--- src/rtl/memory_swapper_pkg.sv ---
// Shared definitions for the memory swapper / sorter pair: sequencer state
// encoding and default geometry and timing constants.
package memory_swapper_pkg;

   localparam int N_DEF           = 7;
   localparam int BITS_DEF        = 8;
   localparam int RD_LAT_DEF      = 1;
   localparam int SWAP_CYCLES_DEF = 3;

   typedef enum logic [2:0] {
      S_IDLE,
      S_READ_A,
      S_READ_B,
      S_CMP,
      S_SWAP,
      S_GAP,
      S_DONE
   } state_t;

endpackage

--- src/rtl/memory_sorter.sv ---
// Bubble-sort sequencer for memory_swapper. It reads adjacent pairs through
// the swapper's read port and issues swap commands for out-of-order pairs.
// A pass that makes no swap ends the sort early.
module memory_sorter
   import memory_swapper_pkg::*;
#(
   parameter int N           = N_DEF,
   parameter int BITS        = BITS_DEF,
   parameter int RD_LAT      = RD_LAT_DEF,
   parameter int SWAP_CYCLES = SWAP_CYCLES_DEF
) (
   input  logic            clk,
   input  logic            reset_n,
   input  logic            start,
   input  logic [N:0]      count,
   input  logic [BITS-1:0] data_r,
   output logic [N-1:0]    address_r,
   output logic [N-1:0]    address_A,
   output logic [N-1:0]    address_B,
   output logic            swap,
   output logic            busy,
   output logic            done,
   output logic [2*N-1:0]  swap_count
);

   // One counter serves both the read-wait and the swap-hold intervals.
   localparam int CNT_MAX = (RD_LAT > SWAP_CYCLES) ? RD_LAT : SWAP_CYCLES;
   localparam int CNT_W   = (CNT_MAX < 1) ? 1 : $clog2(CNT_MAX + 1);
   localparam logic [CNT_W-1:0] RD_LAST = CNT_W'(RD_LAT);
   localparam logic [CNT_W-1:0] SW_LAST = CNT_W'(SWAP_CYCLES - 1);
   localparam logic [N:0]       LEN_MAX = {1'b1, {N{1'b0}}};

   state_t           state_reg;
   logic [CNT_W-1:0] cnt_reg;
   logic [N-1:0]     j_reg;
   logic [N-1:0]     limit_reg;
   logic             swapped_reg;
   logic [BITS-1:0]  a_reg;
   logic [BITS-1:0]  b_reg;

   logic [N:0]       len_next;
   logic [N-1:0]     limit_next;
   logic [N:0]       j_inc;
   logic             a_gt_b;
   logic             step;
   logic             more_in_pass;
   logic             sort_finished;

   // Length clamping, pair comparison and end-of-pass decisions.
   always_comb begin
      len_next      = (count > LEN_MAX) ? LEN_MAX : count;
      // For len = 2^N the low bits are zero and the wrap yields 2^N-1.
      limit_next    = len_next[N-1:0] - N'(1);
      j_inc         = {1'b0, j_reg} + (N+1)'(1);
      a_gt_b        = (a_reg > b_reg);
      step          = ((state_reg == S_CMP) && !a_gt_b) || (state_reg == S_GAP);
      more_in_pass  = (j_inc < {1'b0, limit_reg});
      sort_finished = !swapped_reg || (limit_reg == N'(1));
   end

   // Sequencer: state, counters, captured operands and registered outputs.
   always_ff @(posedge clk or negedge reset_n) begin
      if (!reset_n) begin
         state_reg   <= S_IDLE;
         cnt_reg     <= '0;
         j_reg       <= '0;
         limit_reg   <= '0;
         swapped_reg <= 1'b0;
         a_reg       <= '0;
         b_reg       <= '0;
         address_r   <= '0;
         address_A   <= '0;
         address_B   <= '0;
         swap        <= 1'b0;
         busy        <= 1'b0;
         done        <= 1'b0;
         swap_count  <= '0;
      end else begin
         done <= 1'b0;
         case (state_reg)
            S_IDLE: begin
               if (start) begin
                  j_reg       <= '0;
                  limit_reg   <= limit_next;
                  swapped_reg <= 1'b0;
                  swap_count  <= '0;
                  busy        <= 1'b1;
                  address_r   <= '0;
                  cnt_reg     <= '0;
                  state_reg   <= (len_next <= (N+1)'(1)) ? S_DONE : S_READ_A;
               end
            end
            S_READ_A: begin
               if (cnt_reg == RD_LAST) begin
                  a_reg     <= data_r;
                  address_r <= j_inc[N-1:0];
                  cnt_reg   <= '0;
                  state_reg <= S_READ_B;
               end else begin
                  cnt_reg <= cnt_reg + CNT_W'(1);
               end
            end
            S_READ_B: begin
               if (cnt_reg == RD_LAST) begin
                  b_reg     <= data_r;
                  cnt_reg   <= '0;
                  state_reg <= S_CMP;
               end else begin
                  cnt_reg <= cnt_reg + CNT_W'(1);
               end
            end
            S_CMP: begin
               // Equal values stay put, keeping the sort stable.
               if (a_gt_b) begin
                  address_A   <= j_reg;
                  address_B   <= j_inc[N-1:0];
                  swap        <= 1'b1;
                  swapped_reg <= 1'b1;
                  swap_count  <= swap_count + (2*N)'(1);
                  cnt_reg     <= '0;
                  state_reg   <= S_SWAP;
               end
            end
            S_SWAP: begin
               if (cnt_reg == SW_LAST) begin
                  swap      <= 1'b0;
                  cnt_reg   <= '0;
                  state_reg <= S_GAP;
               end else begin
                  cnt_reg <= cnt_reg + CNT_W'(1);
               end
            end
            S_GAP: begin
               // Addresses hold for one idle cycle; the next step follows below.
            end
            S_DONE: begin
               done      <= 1'b1;
               busy      <= 1'b0;
               address_r <= '0;
               state_reg <= S_IDLE;
            end
            default: state_reg <= S_IDLE;
         endcase

         // Advance to the next pair, start a shorter pass, or finish.
         if (step) begin
            if (more_in_pass) begin
               j_reg     <= j_inc[N-1:0];
               address_r <= j_inc[N-1:0];
               state_reg <= S_READ_A;
            end else if (sort_finished) begin
               state_reg <= S_DONE;
            end else begin
               limit_reg   <= limit_reg - N'(1);
               j_reg       <= '0;
               swapped_reg <= 1'b0;
               address_r   <= '0;
               state_reg   <= S_READ_A;
            end
         end
      end
   end

endmodule
--- config.mk ---
export PLATFORM = sky130hd
export DESIGN_NAME = memory_sorter
export DESIGN_NICKNAME = d
export VERILOG_FILES = /design/src/rtl/memory_swapper_pkg.sv /design/src/rtl/memory_sorter.sv
export SDC_FILE = /design/constraint.sdc
export NUM_CORES = 1
export LEC_CHECK = 0
export ABC_AREA = 1
export CORE_ASPECT_RATIO = 1.25
export CORE_UTILIZATION = 45
export CTS_BUF_LIST = sky130_fd_sc_hd__clkbuf_8
export DETAILED_ROUTE_END_ITERATION = 6
export DONT_BUFFER_PORTS = 1
export SLEW_MARGIN = 20
export SYNTH_ARGS = -nofsm -noshare
export SYNTH_HDL_FRONTEND = slang
export SYNTH_SLANG_ARGS = --single-unit
--- constraint.sdc ---
create_clock -name clk -period 2.7 [get_ports clk]
set_input_delay 0.405 -clock clk [delete_from_list [all_inputs] [get_ports clk]]
set_output_delay 0.405 -clock clk [all_outputs]
set_load 0.01 [all_outputs]
==> results of run 1 <==
-- worst max-delay path, delay by kind of cell, from the launching register on --
family | cells | cell delay, ns
compound gates | 3 | 0.51
buf+inv | 2 | 0.11
flops | 1 | 0.47
fa+ha+maj | 1 | 0.23
simple gates | 9 | 1.01
-- cells in the final DEF (no fill, tap or decap), drive strengths merged --
master	instances
nand2	194
dfrtp	74
inv	74
o21ai	61
nor2	37
nand3	32
ha	20
xor2	16
a21oi	11
nand4	10
clkbuf	9
nor3	7
buf	6
a21o	2
nand3b	2
clkinvlp	2
o211ai	2
clkinv	2
a211oi	1
o22ai	1
a22oi	1
mux2	1
mux2i	1
and3	1
o21a	1
xnor2	1
bufinv	1
dlygate4sd3	1
-- kinds of logic (layout without fill, tap and decap cells) --
family	Yosys count	after routing	synth area share, %
AO/OA/AOI/OAI	80	80	10.66
XOR/XNOR	17	17	3.420
adder cells (fa/ha/maj)	20	20	5.749
buffers and inverters	83	95	7.990
flip-flops	74	74	42.54
multiplexers	2	2	0.4886
AND/OR/NAND/NOR	283	283	29.15
-- per-layer routing --
layer | GRT usage (%) | vias up | share of wire [%]
li1 | - | 1798 | -
met1 | 23.45 | 1663 | 42
met2 | 37.18 | 67 | 51
met3 | 5.601 | 14 | 4.6
met4 | 7.634 | 0 | 1.8
met5 | 0 | - | 0
-- metrics by stage --
step | utilization (%) | instance area [sq um] | total power, mW | setup WS [ns] | std cells
final | 50.69 | 4700 | 5.232 | 0.2543 | 694
after global routing | 50.69 | 4700 | 5.735 | 0.05733 | 694
after CTS | 50.69 | 4700 | 5.303 | 0.2531 | 694
after detailed placement | 48.22 | 4471 | 4.387 | 0.2924 | 677
after global placement | 48.22 | 4471 | 4.322 | 0.3922 | 677
after floorplan | - | 4353 | 3.831 | 0.4960 | 559
-- power breakdown --
| group | internal, mW | switching (mW) | leakage (nW) | total (mW) |
|---|---|---|---|---|
| Combinational | 0.836 | 1.61 | 1.39 | 2.45 |
| Clock | 0.425 | 0.438 | 0.0917 | 0.863 |
| Sequential | 1.52 | 0.401 | 0.959 | 1.92 |
| Total | 2.78 | 2.45 | 2.44 | 5.23 |
-- final timing paths --
path,depth (start not counted),start,endpoint
min,2,data_r[0],a_reg[0]$_DFFE_PN0P_
min in group asynchronous,2,reset_n,a_reg[4]$_DFFE_PN0P_
max reg2reg,15,j_reg[2]$_DFF_PN0_,limit_reg[6]$_DFF_PN0_
min reg2reg,2,b_reg[2]$_DFFE_PN0P_,b_reg[2]$_DFFE_PN0P_
max in group asynchronous,2,reset_n,limit_reg[5]$_DFF_PN0_
max,15,j_reg[2]$_DFF_PN0_,limit_reg[6]$_DFF_PN0_
-- repair_timing --
| action | in CTS | in global routing |
|---|---|---|
| hold buffers | 2 | 0 |
| hold endpoints to repair | 74 | 0 |
| endpoints found under the setup margin | 0 | 0 |
-- cell type report --
| cell class | count | area, sq um |
|---|---|---|
| clock inverter | 6 | 67.56 |
| timing repair buffer | 7 | 75.07 |
| clock buffer | 9 | 123.9 |
| fill | 919 | 4572 |
| multi-input combinational | 402 | 2153 |
| tap | 123 | 153.9 |
| sequential | 74 | 1852 |
| inverter | 73 | 274.0 |
==> flow_summary_export.csv, run 1 <==
group,metric,value,unit
run_status,outcome,"complete, no violations",
yosys,yosys_cell_types,38,
worst_setup_path,worst_ep_arrival_time,2.70,ns
worst_setup_path,critical_path.most_common_cell,"nand2_1",
power,power.density_cell_area,1113,nW/um^2
yosys,mappedNetlistNets,598,
floorplanning,die_width,89.97,microns
sta,worst_hold_slack,0.1721,ns
placed_design,port-buffer-count,0,
clock_network,clock_tree.buffer_depth,2,
worst_setup_path,worst-r2r-setup-slack,0.25,ns
worst_setup_path,critPathLaunchType,"flop",
placed_design,dp.final_hpwl,7047,microns
yosys,synth.top_cells.by_count,"nand2_1 (181), dfrtp_1 (74), inv_1 (65)",
worst_setup_path,cp.required,2.95,ns
power,worst_ir_drop_vdd,0.0004344,V
yosys,ffs_w_async_s_r_synth,100.0,%
yosys,synthDominantAreaCellType,"dfrtp_1",
yosys,synth.cell_area,4353,sq um
yosys,ys_ff_latch,74,
routing,route.detailed.wl_per_inst,14.04,microns
yosys,synth_largest_type_area_fraction,42.54,%
grt,first_pass_grt_wire_length,16520,microns
yosys,sequential_area_share_after_synthesis,42.54,%
sta,timing_max_transition_violations_final,0,
sta,fin_crit_sh,90.58,%
routing,route.detailed.drc,0,
worst_setup_path,critPathMaxStageDelay,0.47,ns
routing,viasPerCell,5.104,
sta,slew_headroom,68.85,%
grt,grt_overflow_total,0,
clock_network,cts_num_sinks,74,
sta,min_period,2.446,ns
cells_and_area,area_growth,7.962,%
grt,antenna_violations_before_repair,0,
cells_and_area,largest_register_ffs,14,
routing,routed_wl,9745,microns
routing,vias,3542,
cells_and_area,drive_above_1_share,11.03,%
grt,grt_util_all_layers,20.70,%
floorplanning,design.portCount,57,
power,p_leak,2.441,nW
sta,worst_clock_skew,0.008157,ns
floorplanning,core_area,9271,sq um
floorplanning,rows,39,
worst_setup_path,worst_setup_path_end_kind,"flop",
sta,final_setup_vio_count,0,
sta,final.setup.tns,0,ns
sta,grt_setup_unrepaired,"false",
cells_and_area,antennaDiodeCount,0,
grt,maximum_number_of_pins_on_one_net_before_global_route_repair,75,
floorplanning,die-area,10070,sq um
yosys,synth_cells,559,
floorplanning,chipHeight,112.0,microns
clock_network,post_cts_resized,0,
clock_network,tritoncts.num_buffers,9,
routing,detail-route-antenna-nets,0,
yosys,synth.area.top_cells,"dfrtp_1 (43%), nand2_1 (16%), ha_1 (5.7%), o21ai_0 (5.6%), inv_1 (5.6%)",
yosys,ys_warn_count,0,
clock_network,clock_tree.htree_level_count,3,
clock_network,latest_clock_arrival_within_the_worst_skew_pair,0.36,ns
floorplanning,initial_utilization,46.95,%
clock_network,post_cts_setup_buffer_count,0,
yosys,postSynthAreaPerCell,7.787,sq um
run,maxCapViolations,0,
clock_network,cts_root_buf,"clkbuf_8",
cells_and_area,finish.net_count,606,
min_path,hold_class,"in2reg",
sta,achievable-frequency,408.9,MHz
routing,drt_first_iter_violations,153,
worst_setup_path,crit_slowest_cell,"dfrtp_1",
sta,max_slew.worst_pin.slew,0.4661,ns
sta,final-hold-violation-count,0,
yosys,yosys.cell_count.top_type,"nand2_1",
worst_setup_path,crit_fanout,11,
worst_setup_path,setup.worst_path.class,"reg2reg",
grt,first_global_vias,3494,
clock_network,path_clk_slew,0.08,ns
clock_network,tritoncts_clock_tree,"built",
yosys,number_of_synthesized_flops_with_an_enable_pin,0,
yosys,dominantRegCellSynth,"dfrtp_1",
routing,drt_first_pass_iters,6,
worst_setup_path,timing.critical_path.cells,"nand2_2 > nor2_4 > nand2_1 > o21ai_0 > nand2_1 > inv_1 > ha_1 > a21oi_1 > o211ai_4 > nor2_4 > nor2_4 > nand2_4 > nand2_1 > nand2_1 > inv_1",
placed_design,globalplace.congestion,0.8573,
Note: power is estimated with default switching activity, not from simulation.
==> run 2, diff against run 1 <==
--- a/config.mk
+++ b/config.mk
@@ -7,10 +7,12 @@
 export LEC_CHECK = 0
 export ABC_AREA = 1
 export CORE_ASPECT_RATIO = 1.25
+export CORE_MARGIN = 2
 export CORE_UTILIZATION = 45
 export CTS_BUF_LIST = sky130_fd_sc_hd__clkbuf_8
 export DETAILED_ROUTE_END_ITERATION = 6
 export DONT_BUFFER_PORTS = 1
+export PLACE_DENSITY = 0.58
 export SLEW_MARGIN = 20
 export SYNTH_ARGS = -nofsm -noshare
 export SYNTH_HDL_FRONTEND = slang
==> flow_summary_export.csv, run 2 (synthesis results as in run 1) <==
group,metric,value,unit
worst_setup_path,timing.critical_path.cells,"inv_2 > nor2_4 > nand2_1 > o21ai_0 > nand2_1 > inv_1 > ha_1 > a21oi_1 > o211ai_4 > nor2_4 > nor2_4 > nand2_4 > nand2_1 > nand2_1 > inv_1",
sta,final-hold-violation-count,0,
worst_setup_path,crit-reg2reg-capture,"limit_reg[6]$_DFF_PN0_",
worst_setup_path,cp.required,2.95,ns
clock_network,latest_clock_arrival_within_the_worst_skew_pair,0.35,ns
power,power.density_cell_area,1118,nW/um^2
clock_network,tritoncts_clock_tree,"built",
sta,worst_hold_slack,0.1796,ns
floorplanning,chipHeight,114.0,microns
clock_network,tritoncts.num_buffers,9,
sta,final.setup.tns,0,ns
min_path,hold_class,"in2reg",
grt,maximum_number_of_pins_on_one_net_before_global_route_repair,75,
cells_and_area,finish.net_count,605,
placed_design,post-place-cells,679,
floorplanning,die_width,91.97,microns
cells_and_area,layoutNonFillerInstCount,696,
routing,drt_first_pass_iters,4,
worst_setup_path,delay_heaviest_family_cp,"simple AND/OR/NAND/NOR gates",
clock_network,path_clk_slew,0.08,ns
cells_and_area,drive_above_1_share,10.88,%
clock_network,clock_tree.htree_level_count,3,
sta,grt_setup_unrepaired,"false",
clock_network,postCtsHoldBufs,2,
min_path,hold_start,"data_r[0]",
worst_setup_path,timing.reg2reg.worst_path_depth,15,
sta,final_setup_vio_count,0,
worst_setup_path,setup.worst_path.class,"reg2reg",
floorplanning,initial_utilization,45.78,%
power,report.power.total,5.268,mW
worst_setup_path,critPathMaxStageDelay,0.47,ns
worst_setup_path,worst_ep_arrival_time,2.73,ns
grt,first_pass_grt_wire_length,16810,microns
sta,max_slew.worst_pin.slew,0.4461,ns
routing,detail-route-antenna-nets,0,
placed_design,dp.final_hpwl,7125,microns
grt,first_global_vias,3659,
clock_network,post_cts_setup_buffer_count,0,
cells_and_area,largest_register_ffs,14,
grt,antenna_violations_before_repair,0,
min_path,holdPathEnd,"a_reg[0]$_DFFE_PN0P_",
cells_and_area,area_growth,8.221,%
placed_design,globalplace.congestion,0.8336,
sta,achievable-frequency,402.2,MHz
power,worst_ir_drop_vdd,0.0004808,V
placed_design,port-buffer-count,0,
clock_network,cts_num_sinks,74,
floorplanning,design.portCount,57,
cells_and_area,antennaDiodeCount,0,
clock_network,clock_tree.buffer_depth,2,
sta,slew_headroom,70.19,%
worst_setup_path,crit_fanout,11,
routing,vias,3562,
cells_and_area,filler_cell_count,973,
cells_and_area,mostFrequentLayoutCells,"nand2_1 (181), dfrtp_1 (74), inv_1 (65)",
routing,drt_first_iter_violations,142,
cells_and_area,mostFrequentLayoutCell,"nand2_1",
worst_setup_path,critPathLaunchType,"flop",
worst_setup_path,worst_setup_path_end_kind,"flop",
run_status,outcome,"complete, no violations",
cells_and_area,multiInputGateArea,2153,sq um
routing,routed_wl,9751,microns
sta,fin_crit_sh,92.09,%
grt,grt_overflow_total,0,
floorplanning,die-area,10480,sq um
worst_setup_path,worst-r2r-setup-slack,0.21,ns
worst_setup_path,critical_path.most_common_cell,"nand2_1",
worst_setup_path,reg2reg_from,"j_reg[0]$_DFF_PN0_",
grt,grt_util_all_layers,19.86,%
cells_and_area,seqCellArea,1852,sq um
floorplanning,rows,40,
clock_network,cts_root_buf,"clkbuf_8",
sta,min_period,2.487,ns
worst_setup_path,worstPathBufferInverterCount,3,
run,maxCapViolations,0,
power,p_leak,2.450,nW
routing,viasPerCell,5.118,
routing,route.detailed.drc,0,
sta,timing_max_transition_violations_final,0,
sta,worst_clock_skew,0.005369,ns
min_path,number_of_stages_on_the_worst_hold_path,2,
worst_setup_path,crit_slowest_cell,"dfrtp_1",
clock_network,post_cts_resized,0,
floorplanning,core_area,9509,sq um
routing,route.detailed.wl_per_inst,14.01,microns
## run 2: area by class of cell
| class | count | share of cell area (%) |
|---|---|---|
| Clock inverter | 6 | 1.753 |
| Sequential cell | 74 | 39.31 |
| Clock buffer | 9 | 2.629 |
| Timing Repair Buffer | 6 | 1.434 |
| Tap cell | 126 | 3.347 |
| Multi-Input combinational cell | 402 | 45.71 |
| Inverter | 73 | 5.817 |
## run 2: worst max-delay path by stage
| stage | slack, ns | cells after the start | start | to |
|---|---|---|---|---|
| 2_1_floorplan | 0.50 | 12 | j_reg[0]$_DFF_PN0_ | address_r[0]$_DFF_PN0_ |
| 3_3_place_gp | 0.36 | 15 | j_reg[0]$_DFF_PN0_ | limit_reg[6]$_DFF_PN0_ |
| 3_5_place_dp | 0.23 | 15 | j_reg[0]$_DFF_PN0_ | limit_reg[6]$_DFF_PN0_ |
| 4_1_cts | 0.20 | 15 | j_reg[2]$_DFF_PN0_ | limit_reg[6]$_DFF_PN0_ |
| 5_1_grt | 0.005 | 13 | j_reg[2]$_DFF_PN0_ | j_reg[3]$_DFF_PN0_ |
| 6_report | 0.21 | 15 | j_reg[0]$_DFF_PN0_ | limit_reg[6]$_DFF_PN0_ |
## run 2: routing by layer
layer	wire (microns)	part of all wire, %	global-route usage, %	vias up
met4	180	1.8	7.960	0
met1	4030	41	23.01	1700
li1	-	-	-	1793
met2	5100	52	35.88	56
met3	440	4.5	3.963	13
met5	0	0	0	-
## run 2: stage by stage
stage | setup WS (ns) | util [%] | cell area (sq um)
2_1_floorplan | 0.4960 | - | 4353
3_3_place_gp | 0.3555 | 46.97 | 4467
3_5_place_dp | 0.2285 | 46.97 | 4467
4_1_cts | 0.2014 | 49.54 | 4711
5_1_grt | 0.004772 | 49.54 | 4711
6_report | 0.2135 | 49.54 | 4711
## run 2: worst reg2reg max path, cell delays in order, from the launching register on
cell,delay [ns]
dfrtp_1,0.47
inv_2,0.10
nor2_4,0.16
nand2_1,0.10
o21ai_0,0.17
nand2_1,0.16
inv_1,0.09
ha_1,0.23
a21oi_1,0.22
o211ai_4,0.12
nor2_4,0.18
nor2_4,0.07
nand2_4,0.16
nand2_1,0.07
nand2_1,0.06
inv_1,0.04
## run 2: power breakdown
group          total, mW  leakage, nW  internal, mW  switching (mW)
Sequential          1.93        0.959          1.52           0.405
Clock              0.920        0.105         0.510           0.410
Combinational       2.42         1.39         0.826            1.59
Total               5.27         2.45          2.86            2.41
==> run 3, diff against run 2 <==
--- a/config.mk
+++ b/config.mk
@@ -6,6 +6,7 @@
 export NUM_CORES = 1
 export LEC_CHECK = 0
 export ABC_AREA = 1
+export CAP_MARGIN = 20
 export CORE_ASPECT_RATIO = 1.25
 export CORE_MARGIN = 2
 export CORE_UTILIZATION = 45
==> constraint.sdc (replaced) <==
create_clock -name clk -period 2.7 [get_ports clk]
set_input_delay 0.675 -clock clk [delete_from_list [all_inputs] [get_ports clk]]
set_output_delay 0.675 -clock clk [all_outputs]
set_load 0.01 [all_outputs]
==> flow_summary_export.csv, run 3 (synthesis results as in run 1) <==
group,metric,value,unit
floorplanning,initial_utilization,45.78,%
routing,drt_first_pass_iters,4,
sta,worst_hold_slack,0.1690,ns
sta,worst_clock_skew,0.01024,ns
power,p_leak,2.473,nW
grt,first_global_vias,3462,
sta,slew_headroom,68.92,%
sta,max_slew.worst_pin.slew,0.4650,ns
floorplanning,chipHeight,114.0,microns
floorplanning,die_width,91.97,microns
clock_network,latest_clock_arrival_within_the_worst_skew_pair,0.36,ns
clock_network,cts_root_buf,"clkbuf_8",
floorplanning,die-area,10480,sq um
routing,viasPerCell,5.141,
clock_network,cts_num_sinks,74,
sta,final-hold-violation-count,0,
sta,timing_max_transition_violations_final,0,
routing,route.detailed.drc,0,
run_status,outcome,"complete, no violations",
cells_and_area,mostFrequentLayoutCells,"nand2_1 (181), dfrtp_1 (74), inv_1 (66)",
power,worst_ir_drop_vdd,0.0004137,V
routing,detail-route-antenna-nets,0,
sta,min_period,2.435,ns
routing,routed_wl,9846,microns
sta,grt_setup_unrepaired,"false",
grt,first_pass_grt_wire_length,16480,microns
worst_setup_path,worst_setup_path_end_kind,"flop",
cells_and_area,area_growth,9.284,%
grt,maximum_number_of_pins_on_one_net_before_global_route_repair,69,
cells_and_area,drive_above_1_share,10.86,%
sta,finalWorstSetupSlack,0.2650,ns
grt,antenna_violations_before_repair,0,
placed_design,dp.final_hpwl,7153,microns
routing,route.detailed.wl_per_inst,14.13,microns
worst_setup_path,critPathLaunchType,"flop",
cells_and_area,filler_cell_count,992,
run,maxCapViolations,0,
cells_and_area,largest_register_ffs,14,
clock_network,post_cts_setup_buffer_count,0,
clock_network,tritoncts_clock_tree,"built",
placed_design,globalplace.congestion,0.8465,
placed_design,dpl_worst_slack,0.2627,ns
clock_network,clock_tree.buffer_depth,2,
clock_network,clock_tree.htree_level_count,3,
power,report.power.total,5.448,mW
routing,drt_first_iter_violations,120,
cells_and_area,postLayoutCellArea,4757,sq um
sta,fin_crit_sh,90.19,%
power,power.density_cell_area,1145,nW/um^2
grt,grt_util_all_layers,20.04,%
clock_network,tritoncts.num_buffers,9,
floorplanning,rows,40,
clock_network,postCtsHoldBufs,2,
placed_design,dpl-instance-area,4467,sq um
sta,achievable-frequency,410.7,MHz
placed_design,port-buffer-count,0,
min_path,hold_class,"in2async",
floorplanning,design.portCount,57,
worst_setup_path,worst_ep_arrival_time,2.69,ns
clock_network,path_clk_slew,0.08,ns
grt,grt_overflow_total,0,
sta,final_setup_vio_count,0,
cells_and_area,finish.net_count,605,
routing,vias,3583,
clock_network,post_cts_resized,0,
worst_setup_path,cp.required,2.96,ns
cells_and_area,antennaDiodeCount,0,
cells_and_area,mostFrequentLayoutCell,"nand2_1",
worst_setup_path,crit_fanout,11,
sta,final.setup.tns,0,ns
floorplanning,core_area,9509,sq um
worst_setup_path,setup.worst_path.class,"reg2reg",
## run 3: cell count changes in the layout (fill, tap and decap cells not counted)
cell,change
bufinv_16,+1
clkbuf_8,+2
clkinv_2,-3
inv_1,+1
## run 3: critical path, cell delays in order (launching register included)
cell      delay [ns]
dfrtp_1         0.46
inv_2           0.09
nor2_4          0.16
nand2_1         0.08
o21ai_0         0.15
nand2_1         0.15
inv_1           0.08
ha_1            0.23
a21oi_1         0.22
o211ai_4        0.12
nor2_4          0.18
nor2_4          0.07
nand2_4         0.16
nand2_1         0.07
nand2_1         0.06
inv_1           0.03
## run 3: area by class of cell
| cell class | instances | area (sq um) | area share, % |
|---|---|---|---|
| sequential | 74 | 1852 | 38.93 |
| clock buffer | 11 | 151.4 | 3.183 |
| inverter | 73 | 274.0 | 5.760 |
| timing repair buffer | 6 | 67.56 | 1.420 |
| tap | 126 | 157.7 | 3.314 |
| clock inverter | 5 | 101.3 | 2.130 |
| multi-input combinational | 402 | 2153 | 45.27 |
## run 3: metrics by stage
step	cells	util, %
finish	697	50.03
global route	697	50.03
CTS	697	50.03
detailed placement	679	46.97
global placement	679	46.97
floorplan	559	-
## run 3: final timing paths
check                                      from                     end  slack [ns]  depth (start not counted)
max reg2reg                  j_reg[0]$_DFF_PN0_  limit_reg[6]$_DFF_PN0_        0.26                         15
max in group asynchronous               reset_n    a_reg[0]$_DFFE_PN0P_        1.81                          1
min in group clk                      data_r[0]    a_reg[0]$_DFFE_PN0P_        0.45                          2
min reg2reg                b_reg[5]$_DFFE_PN0P_    b_reg[5]$_DFFE_PN0P_        0.49                          2
min                                     reset_n    a_reg[6]$_DFFE_PN0P_        0.17                          1
max                          j_reg[0]$_DFF_PN0_  limit_reg[6]$_DFF_PN0_        0.26                         15
## run 3: power by group
group	internal (mW)	switching (mW)
registers	1.52	0.403
logic	0.827	1.61
clock network	0.661	0.420
## run 3: metal layers
metal  up-vias  track usage (%)  routed length [microns]
met4         0            6.368                      159
met3        15            6.209                      489
li1       1793                -                        -
met1      1709            23.52                     4211
met2        66            35.05                     4986
met5         -                0                        0
